==> config.mk <==
export PLATFORM = sky130hd
export DESIGN_NAME = bank_switch_flat
export DESIGN_NICKNAME = d
export VERILOG_FILES = /design/src/rtl/bank_switch_pkg.sv /design/src/rtl/bank_switch_if.sv /design/src/rtl/bank_switch_rr_arbiter.sv /design/src/rtl/bank_switch.sv /design/src/flat_wrapper.sv
export SDC_FILE = /design/constraint.sdc
export NUM_CORES = 1
export LEC_CHECK = 0
export CORE_ASPECT_RATIO = 1.25
export CORE_MARGIN = 1.5
export CORE_UTILIZATION = 39
export CTS_CLUSTER_DIAMETER = 120
export CTS_CLUSTER_SIZE = 24
export DETAILED_ROUTE_END_ITERATION = 16
export PLACE_DENSITY = 0.87
export SYNTH_ARGS = -nofsm -noshare
export SYNTH_HDL_FRONTEND = slang
export SYNTH_SLANG_ARGS = --single-unit
==> constraint.sdc <==
create_clock -name clk -period 2.09 [get_ports clk]
set_clock_uncertainty 0.05 [all_clocks]
set_input_delay 0.209 -clock clk [delete_from_list [all_inputs] [get_ports clk]]
set_output_delay 0.209 -clock clk [all_outputs]
set_load 0.02 [all_outputs]
==> src/rtl/bank_switch_pkg.sv <==
// Shared packet, control and sizing definitions for the node mesh and bank crossbar.
// Pure declarations: no latency, no flow control.
package bank_switch_pkg;

  localparam int NODES_PER_BANK = 4;
  localparam int MESH_DIMENSION = 4;
  localparam int COORD_W        = $clog2(MESH_DIMENSION);
  // One spare bit so out-of-range node indices are representable and can be dropped.
  localparam int Z_W            = $clog2(NODES_PER_BANK) + 1;
  localparam int DATA_W         = 16;

  typedef enum logic [1:0] {
    CTRL_CHILDREN,
    CTRL_PARENTS,
    CTRL_START,
    CTRL_SUM
  } ctrl_e;

  typedef struct packed {
    logic [COORD_W-1:0] x;
    logic [COORD_W-1:0] y;
    logic [Z_W-1:0]     z;
  } addr_t;

  typedef struct packed {
    ctrl_e             ctrl;
    addr_t             addr;
    logic [DATA_W-1:0] data;
  } pkt_t;

  function automatic logic addr_in_bank(input addr_t a, input int bx, input int by);
    return (a.x == COORD_W'(bx)) && (a.y == COORD_W'(by));
  endfunction

endpackage

==> src/rtl/bank_switch_if.sv <==
// Mesh-side and node-side valid/ready bundle of one bank crossbar.
// slave = the crossbar itself, master = the router/node environment.
interface bank_switch_if
  import bank_switch_pkg::*;
#(
  parameter int NUM_NODES = NODES_PER_BANK
);

  logic                           mesh_valid_in;
  logic                           mesh_ready_in;
  pkt_t                           mesh_in_pkt;
  logic [NUM_NODES-1:0]           node_valid_out;
  logic [NUM_NODES-1:0]           node_ready_out;
  pkt_t                           node_out_pkt;
  logic [NUM_NODES-1:0]           node_valid_in;
  logic [NUM_NODES-1:0]           node_ready_in;
  pkt_t [NUM_NODES-1:0]           node_in_pkt;
  logic                           mesh_valid_out;
  logic                           mesh_ready_out;
  pkt_t                           mesh_out_pkt;

  modport slave (
    input  mesh_valid_in, mesh_in_pkt, node_ready_out,
    input  node_valid_in, node_in_pkt, mesh_ready_out,
    output mesh_ready_in, node_valid_out, node_out_pkt,
    output node_ready_in, mesh_valid_out, mesh_out_pkt
  );

  modport master (
    output mesh_valid_in, mesh_in_pkt, node_ready_out,
    output node_valid_in, node_in_pkt, mesh_ready_out,
    input  mesh_ready_in, node_valid_out, node_out_pkt,
    input  node_ready_in, mesh_valid_out, mesh_out_pkt
  );

endinterface

==> src/rtl/bank_switch_rr_arbiter.sv <==
// Round-robin picker: candidate is first requester at/after the pointer; grant is
// combinational and one-hot when en is high, pointer moves past the winner only on grant.
module rr_arbiter #(
  parameter int N     = 4,
  parameter int IDX_W = (N > 1) ? $clog2(N) : 1
) (
  input  logic             clk,
  input  logic             rst,
  input  logic [N-1:0]     req,
  input  logic             en,
  output logic             cand_vld,
  output logic [IDX_W-1:0] cand_idx,
  output logic [N-1:0]     gnt
);

  localparam int SUM_W = IDX_W + 1;

  logic [IDX_W-1:0] rr_ptr_q, rr_ptr_d;
  logic [SUM_W-1:0] sum;
  logic [IDX_W-1:0] idx;

  always_comb begin
    cand_vld = 1'b0;
    cand_idx = '0;
    sum      = '0;
    idx      = '0;
    for (int k = 0; k < N; k++) begin
      sum = {1'b0, rr_ptr_q} + SUM_W'(k);
      if (sum >= SUM_W'(N)) sum = sum - SUM_W'(N);
      idx = sum[IDX_W-1:0];
      if (!cand_vld && req[idx]) begin
        cand_vld = 1'b1;
        cand_idx = idx;
      end
    end
  end

  always_comb begin
    gnt = '0;
    for (int i = 0; i < N; i++) begin
      gnt[i] = cand_vld && en && (cand_idx == IDX_W'(i));
    end
  end

  always_comb begin
    rr_ptr_d = rr_ptr_q;
    if (cand_vld && en) begin
      rr_ptr_d = (cand_idx == IDX_W'(N - 1)) ? '0 : cand_idx + IDX_W'(1);
    end
  end

  always_ff @(posedge clk or posedge rst) begin
    if (rst) rr_ptr_q <= '0;
    else     rr_ptr_q <= rr_ptr_d;
  end

endmodule

==> src/rtl/bank_switch.sv <==
// Bank crossbar: one-entry ingress slot (mesh->node by addr.z) and egress slot (RR nodes->mesh),
// 1-cycle latency each, full throughput, ready drops only when a slot is full and not popping.
// BANK_LOCAL_BYPASS_EN: egress packets addressed to this bank loop straight into the ingress slot.
module bank_switch
  import bank_switch_pkg::*;
#(
  parameter int BANK_X    = 0,
  parameter int BANK_Y    = 0,
  parameter int NUM_NODES = NODES_PER_BANK
) (
  input  logic                 clk,
  input  logic                 rst,
  bank_switch_if.slave         bus,
  output logic [7:0]           drop_cnt
);

  localparam int IDX_W = (NUM_NODES > 1) ? $clog2(NUM_NODES) : 1;

  logic                 ing_vld_q, ing_vld_d;
  pkt_t                 ing_pkt_q, ing_pkt_d;
  logic                 eg_vld_q, eg_vld_d;
  pkt_t                 eg_pkt_q, eg_pkt_d;
  logic [7:0]           drop_cnt_q, drop_cnt_d;

  logic [NUM_NODES-1:0] node_vld;
  logic                 ing_bad, ing_pop, ing_free;
  logic                 eg_free;
  logic                 cand_vld, cand_local, arb_en, arb_fire, local_fire;
  logic                 mesh_rdy, mesh_fire;
  logic [IDX_W-1:0]     cand_idx;
  logic [NUM_NODES-1:0] gnt;
  pkt_t                 cand_pkt;

  always_comb begin
    node_vld = '0;
    for (int i = 0; i < NUM_NODES; i++) begin
      node_vld[i] = ing_vld_q && (ing_pkt_q.addr.z == Z_W'(i));
    end
  end

  // A bad-z packet has no node_vld bit, so it leaves after exactly one cycle in the slot.
  assign ing_bad  = ing_pkt_q.addr.z >= Z_W'(NUM_NODES);
  assign ing_pop  = ing_vld_q && (ing_bad || (|(node_vld & bus.node_ready_out)));
  assign ing_free = !ing_vld_q || ing_pop;
  assign eg_free  = !eg_vld_q || bus.mesh_ready_out;

  assign cand_pkt = bus.node_in_pkt[cand_idx];

`ifdef BANK_LOCAL_BYPASS_EN
  assign cand_local = addr_in_bank(cand_pkt.addr, BANK_X, BANK_Y);
`else
  assign cand_local = 1'b0;
`endif

  // The candidate is never skipped: if its own destination slot is blocked, nobody is granted.
  assign arb_en     = cand_local ? ing_free : eg_free;
  assign arb_fire   = cand_vld && arb_en;
  assign local_fire = arb_fire && cand_local;
  assign mesh_rdy   = ing_free && !local_fire;
  assign mesh_fire  = bus.mesh_valid_in && mesh_rdy;

  rr_arbiter #(
    .N     (NUM_NODES),
    .IDX_W (IDX_W)
  ) u_rr_arbiter (
    .clk      (clk),
    .rst      (rst),
    .req      (bus.node_valid_in),
    .en       (arb_en),
    .cand_vld (cand_vld),
    .cand_idx (cand_idx),
    .gnt      (gnt)
  );

  always_comb begin
    ing_vld_d  = ing_vld_q;
    ing_pkt_d  = ing_pkt_q;
    eg_vld_d   = eg_vld_q;
    eg_pkt_d   = eg_pkt_q;
    drop_cnt_d = drop_cnt_q;

    if (ing_pop) ing_vld_d = 1'b0;
    if (local_fire) begin
      ing_vld_d = 1'b1;
      ing_pkt_d = cand_pkt;
    end else if (mesh_fire) begin
      ing_vld_d = 1'b1;
      ing_pkt_d = bus.mesh_in_pkt;
    end

    if (eg_vld_q && bus.mesh_ready_out) eg_vld_d = 1'b0;
    if (arb_fire && !cand_local) begin
      eg_vld_d = 1'b1;
      eg_pkt_d = cand_pkt;
    end

    if (ing_pop && ing_bad && (drop_cnt_q != 8'hFF)) drop_cnt_d = drop_cnt_q + 8'd1;
  end

  always_ff @(posedge clk or posedge rst) begin
    if (rst) begin
      ing_vld_q  <= 1'b0;
      ing_pkt_q  <= '0;
      eg_vld_q   <= 1'b0;
      eg_pkt_q   <= '0;
      drop_cnt_q <= '0;
    end else begin
      ing_vld_q  <= ing_vld_d;
      ing_pkt_q  <= ing_pkt_d;
      eg_vld_q   <= eg_vld_d;
      eg_pkt_q   <= eg_pkt_d;
      drop_cnt_q <= drop_cnt_d;
    end
  end

  assign bus.mesh_ready_in  = mesh_rdy;
  assign bus.node_valid_out = node_vld;
  assign bus.node_out_pkt   = ing_pkt_q;
  assign bus.node_ready_in  = gnt;
  assign bus.mesh_valid_out = eg_vld_q;
  assign bus.mesh_out_pkt   = eg_pkt_q;
  assign drop_cnt           = drop_cnt_q;

endmodule

==> src/flat_wrapper.sv <==
// flat-port wrapper written by rule: the top's interface ports become plain ports
module bank_switch_flat import bank_switch_pkg::*;
#(
  parameter int BANK_X    = 0,
  parameter int BANK_Y    = 0,
  parameter int NUM_NODES = NODES_PER_BANK
)
  (clk, rst, drop_cnt, bus_mesh_valid_in, bus_mesh_in_pkt, bus_node_ready_out, bus_node_valid_in, bus_node_in_pkt, bus_mesh_ready_out, bus_mesh_ready_in, bus_node_valid_out, bus_node_out_pkt, bus_node_ready_in, bus_mesh_valid_out, bus_mesh_out_pkt);
  bank_switch_if #(.NUM_NODES(NUM_NODES)) bus_i ();
  input  logic clk;
  input  logic rst;
  output logic [7:0] drop_cnt;
  input wire logic [$bits(bus_i.mesh_valid_in)-1:0] bus_mesh_valid_in;
  input wire logic [$bits(bus_i.mesh_in_pkt)-1:0] bus_mesh_in_pkt;
  input wire logic [$bits(bus_i.node_ready_out)-1:0] bus_node_ready_out;
  input wire logic [$bits(bus_i.node_valid_in)-1:0] bus_node_valid_in;
  input wire logic [$bits(bus_i.node_in_pkt)-1:0] bus_node_in_pkt;
  input wire logic [$bits(bus_i.mesh_ready_out)-1:0] bus_mesh_ready_out;
  output wire logic [$bits(bus_i.mesh_ready_in)-1:0] bus_mesh_ready_in;
  output wire logic [$bits(bus_i.node_valid_out)-1:0] bus_node_valid_out;
  output wire logic [$bits(bus_i.node_out_pkt)-1:0] bus_node_out_pkt;
  output wire logic [$bits(bus_i.node_ready_in)-1:0] bus_node_ready_in;
  output wire logic [$bits(bus_i.mesh_valid_out)-1:0] bus_mesh_valid_out;
  output wire logic [$bits(bus_i.mesh_out_pkt)-1:0] bus_mesh_out_pkt;
  assign bus_i.mesh_valid_in = bus_mesh_valid_in;
  assign bus_i.mesh_in_pkt = bus_mesh_in_pkt;
  assign bus_i.node_ready_out = bus_node_ready_out;
  assign bus_i.node_valid_in = bus_node_valid_in;
  assign bus_i.node_in_pkt = bus_node_in_pkt;
  assign bus_i.mesh_ready_out = bus_mesh_ready_out;
  assign bus_mesh_ready_in = bus_i.mesh_ready_in;
  assign bus_node_valid_out = bus_i.node_valid_out;
  assign bus_node_out_pkt = bus_i.node_out_pkt;
  assign bus_node_ready_in = bus_i.node_ready_in;
  assign bus_mesh_valid_out = bus_i.mesh_valid_out;
  assign bus_mesh_out_pkt = bus_i.mesh_out_pkt;
  bank_switch #(.BANK_X(BANK_X), .BANK_Y(BANK_Y), .NUM_NODES(NUM_NODES)) u_core (.clk(clk), .rst(rst), .bus(bus_i), .drop_cnt(drop_cnt));
endmodule
==> Yosys cells after proc, flatten, opt, wreduce, memory -nomap -nowiden <==
Index checks and enable logic that the tools add are counted.
{ "op_classes": {"addsub": 9, "magnitude_cmp": 10, "n_eq_ne": 7, "mux": 27, "bitwise_logic": 1, "n_reduce_logical": 30} }
{ "op_table": {"columns": ["cell", "n"], "rows": [
  ["$bmux 25 s2", 1],
  ["$mux 25", 1],
  ["$mux 2", 9],
  ["$logic_and 1x1->1", 17],
  ["$lt 2x3->1 const B", 5],
  ["$ge 3x3->1 const B", 4],
  ["$mux 1", 12],
  ["$add 8x1->8 const B", 1],
  ["$bmux 1 s2", 4],
  ["$ne 8x8->1 const B", 1],
  ["$sub 2x1->2 const B", 4],
  ["$add 2x2->3 const B", 2],
  ["$eq 3x2->1 const B", 2],
  ["$logic_not 1->1", 5],
  ["$and 4x4->4", 1],
  ["$eq 2x2->1 const B", 2],
  ["$reduce_bool 2->1", 2],
  ["$reduce_or 4->1", 1],
  ["$add 2x1->3 const B", 1],
  ["$eq 3x1->1 const B", 1],
  ["$ge 2x3->1 const B", 1],
  ["$logic_not 3->1", 1],
  ["$logic_or 1x1->1", 3],
  ["$add 2x1->2 const B", 1],
  ["2 further kinds", 2]
]} }
{ "word_totals": {"ff_bits": 62, "input_bits": 137, "output_inout_bits": 68, "word_cells": 98} }

==> Longest topological paths before layout <==
{ "logic_depth": {"word_depth": 16, "mapped_depth": 8, "mapped_depth_nobuf": 7} }

==> By module <==
From an unflattened synthesis, not the netlist that was laid out.
{ "hier_totals": {"cells_unflattened": 225, "area_unflattened_um2": 3283.1} }
{ "by_module_without_submodules": {"columns": ["module", "n_inst", "cells_each", "area_each_um2", "seq_area_each_um2"], "rows": [
  ["bank_switch", 1, 195, 3012.9, 1501.4],
  ["rr_arbiter", 1, 30, 270.3, 50.0]
]} }

==> Worst setup path after synthesis <==
OpenSTA, ideal clock, no wires.
{ "synth_path": {"path_kind": "reg-to-reg", "start": "register u_core.ing_pkt_q, in the netlist u_core.bus.node_out_pkt[16]", "end": "register u_core.ing_pkt_q, in the netlist u_core.bus.node_out_pkt[16]", "setup_time_ns": 0.128, "t_arrival_ns": 1.820, "t_required_ns": 1.912, "path_slack_ns": 0.093, "stages_incl_launch_ff": 6, "n_path_buf": 1, "period_less_slack_ns": 1.997, "cell_sequence": "dfrtp_1 mux4_2 nand2b_4 nand2_4 buf_6 mux2_1"} }
{ "synth_between": {"elab_chain_cells": 8, "word_cells_on_any_way": 15, "cone_classes": "order compare (1); eq/ne (3); bitwise (1); reduce/logical (10)"} }
{ "synth_rtl": {"columns": ["element", "line_no", "rtl"], "rows": [
  ["from (decl)", "bank_switch.sv:20", "pkt_t ing_pkt_q, ing_pkt_d;"],
  ["from (signal assigned)", "bank_switch.sv:109", "ing_pkt_q <= ing_pkt_d;"],
  ["$eq 3x1->1, or another cell as far along", "bank_switch.sv:37", "node_vld[i] = ing_vld_q && (ing_pkt_q.addr.z == Z_W'(i));"],
  ["$logic_and 1x1->1", "bank_switch.sv:37", null],
  ["$and 4x4->4", "bank_switch.sv:43", "assign ing_pop = ing_vld_q && (ing_bad || (|(node_vld & bus.node_ready_out)));"],
  ["$reduce_or 4->1", "bank_switch.sv:43", null],
  ["$logic_or 1x1->1 *", "bank_switch.sv:43", null],
  ["$logic_and 1x1->1 *", "bank_switch.sv:43", null],
  ["$logic_or 1x1->1 *", "bank_switch.sv:44", "assign ing_free = !ing_vld_q || ing_pop;"],
  ["net bus_mesh_ready_in", "flat_wrapper.sv:19", "output wire logic [$bits(bus_i.mesh_ready_in)-1:0] bus_mesh_ready_in;"],
  ["$logic_and 1x1->1 *", "bank_switch.sv:60", "assign mesh_fire = bus.mesh_valid_in && mesh_rdy;"]
]} }
Mark *: on every way through the listed nets, which the timed path passes. The rest lies on a longest branch.
A chain may end at the register's enable or synchronous reset.

==> Worst setup path in the final report <==
{ "layout_path": {"start": "register u_core.u_rr_arbiter.rr_ptr_q[1]", "end": "output bus_node_ready_in[3]"} }
{ "layout_between": {"elab_chain_cells": 16, "word_cells_on_any_way": 40, "cone_classes": "add/sub (7); order compare (4); eq/ne (1); mux (20); reduce/logical (8)"} }
{ "layout_rtl": {"columns": ["element", "line_no", "rtl"], "rows": [
  ["from (decl)", "bank_switch_rr_arbiter.sv:18", "logic [IDX_W-1:0] rr_ptr_q, rr_ptr_d;"],
  ["from (signal assigned)", "bank_switch_rr_arbiter.sv:54", "else rr_ptr_q <= rr_ptr_d;"],
  ["parallel branches: the longest is 15 deep, another holds $add 2x1->3", null, null],
  ["$logic_and 1x1->1 *", "bank_switch_rr_arbiter.sv:41", "gnt[i] = cand_vld && en && (cand_idx == IDX_W'(i));"],
  ["to (decl)", "flat_wrapper.sv:22", "output wire logic [$bits(bus_i.node_ready_in)-1:0] bus_node_ready_in;"]
]} }
Mark *: on every way between the ends. The select of a mux whose other input is x is not followed.

==> metrics <==
status=finished with violations; failing checks=negative setup slack; starting density of the core=39.9%; Startpoint Class=register; number of synthesized flops with an enable pin=0; most common flop cell mapped by yosys=dfrtp_1; via count=3716; Max Freq=0.451 GHz; Seq/Total Area, Yosys=42.8%; Core Region=9080 µm²; Detailed Routing Iterations Pass 1=4; Sink Count=62; GR Overflow Total=0; initial antenna violation count=0; Area Growth Syn to Fin=73.9%; #FFs+latches synth=62; R2R setup slack=70 ps; via count of the first global-routing pass=3884; Die ar.=9880 µm²; Final setup viols=4; Post-Route WL=12900 µm; H-tree Lvls=3; Total GRT Usage=25.7%; Netlist Area Pre-Place=3620 µm²; post-route ant nets=0; drt initial violations=148; # rows=39; I/O Buffers=204; DRC=0; worst hold path type=input port to asynchronous set/reset pin; Worst-path clk slew=50 ps; max-cap viol count=0; DP Wirelength=9280 µm; Die W=89.2 µm; largest net degree at the start of global routing=44; critical path class=register to output pin; clk_lat worst skew=330 ps; Slew HR=68.1%; Bufs on Longest Clock Path=2; commonest cells after routing, fill and taps aside=193 x clkdlybuf4s50_1, 61 x dfrtp_1, 37 x nand2_1, 31 x buf_4, 27 x a21o_1; Post-Layout Inst Area=6300 µm²; RSZ-0062 raised after global routing=true; leak pwr=2.72 nW; CP Data Required Time=1830 ps; syn avg cell area=10.7 µm²; Total Power=6.36 mW; Die H=111 µm; final design utilization=69.4%; setup TNS=-466 ps; Synth async-reset ratio=100%; Period Utilization, post-route=106%; Critical Path Fanout Max=5; CP Data Arrival Time=1960 ps; IO Count=205; P per Cell Area=1010 nW/µm²; worst-margin pin slew=478 ps; Yosys cell types=46; share of cells above drive strength 1=14.0%; commonest non-fill, non-tap cell in the layout=clkdlybuf4s50_1; Max VDD drop=0.000528 V; final critical-path setup slack=-129 ps; CTS root buffer=clkbuf_16; dpl cell area=5900 µm²; total CTS buffers=9; Routed WL per cell=18.8 µm; TritonCTS clock tree=yes; first-pass GRT wire length=19400 µm; crit path capture type=output pin; max-slew violation count=0; vias per cell=5.41; origin of the critical flop-to-flop path=u_core.u_rr_arbiter.rr_ptr_q[1]; R2R Path End=u_core.bus.mesh_out_pkt[21]; endpoints failing hold=0; Fill cells=659; Syn Inst Count=337; antenna cells=0; RePlAce Congestion=0.776; Ys Warns=0; syn_nets=479; FF-to-FF path depth=7; hold_buf cts=0; min Tclk post-route=2220 ps; NumNets Final=701; pre-CTS WS=-441 ps
## sequential cells by signal (all words and copies together) (netlist names)
name,count
u_core.bus.mesh_out_pkt,25
u_core.bus.mesh_valid_out,1
u_core.bus.node_out_pkt,25
u_core.drop_cnt,8
u_core.ing_vld_q,1
u_core.u_rr_arbiter.rr_ptr_q,2
## worst max-delay path: stages, from the launching register on
cell and delay (ps):
dfrtp_2 440, mux2i_4 300, nor2_4 80, nor3_4 290, buf_4 180, ha_4 110
and2_4 120, buf_6 110
## where the power goes
group / internal [mW] / total, mW / switching (mW)
Clock: 0.919 / 1.45 / 0.534
Combinational: 1.54 / 3.08 / 1.54
Sequential: 1.56 / 1.83 / 0.271
Total: 4.02 / 6.36 / 2.35
## worst max path at each step
stage,startpoint,to,cells past startpoint
floorplan,u_core.bus.node_out_pkt[16],u_core.bus.node_out_pkt[16],5
detailed placement,bus_node_valid_in[0],bus_node_ready_in[2],8
finish,u_core.u_rr_arbiter.rr_ptr_q[1],bus_node_ready_in[3],7
global route,u_core.u_rr_arbiter.rr_ptr_q[1],bus_node_ready_in[3],7
CTS,u_core.u_rr_arbiter.rr_ptr_q[1],bus_node_ready_in[1],7
global placement,bus_node_valid_in[0],bus_node_ready_in[3],8
## logic make-up after synthesis
kind of cell | after synthesis | share of synthesized area, %
adders and majority gates | 5 | 1.73
and+or+nand+nor | 91 | 13.9
muxes | 53 | 16.2
buffers and inverters | 33 | 5.22
AOI/OAI and AO/OA | 86 | 18.4
xor gates and xnor gates | 7 | 1.69
DFF | 62 | 42.8
## routing by layer
layer  vias to the layer above  routed length, µm  track usage (%)
met3                        31               1080             6.03
met1                      1772               4740             28.1
met5                         -                  0                0
met4                         0                295             9.54
li1                       1712                  -                -
met2                       201               6810             46.6
## per-stage QoR
step,cells,hold WS [ps]
after floorplan,337,267
after global placement,665,423
after detailed placement,665,432
after CTS,684,207
after global routing,687,235
final,687,178
## cells in the mapped netlist, drive strengths merged (5+ instances only)
library cell | instances | area share, %
dfrtp | 62 | 43
nand2 | 38 | 4.1
a21o | 27 | 5.6
mux2 | 26 | 8.1
mux2i | 26 | 7.5
o211ai | 26 | 5.5
nand4 | 25 | 4.3
o31ai | 25 | 5.2
buf | 19 | 3.7
clkbuf | 8 | 0.83
nor2 | 7 | 1.0
inv | 6 | 0.69
xor2 | 6 | 1.5
ha | 5 | 1.7
## layout make-up
cell class              instances  area, µm²  share of cell area, %
clock buffers                  10        229                   3.64
clock inverters                 6       62.6                  0.993
inverters                       6       25.0                  0.397
multi-input cells             242       1930                   30.7
flip-flops and latches         62       1550                   24.7
well taps                     123        154                   2.44
repair buffers                238       2340                   37.2
## repair_timing
action	4_1_cts	5_1_grt
setup endpoints to repair	9	9
resized for setup	22	21
setup buffers	3	4
hold endpoints to repair	0	0
pin swaps	2	6
Power figures use the tool's default switching activity.
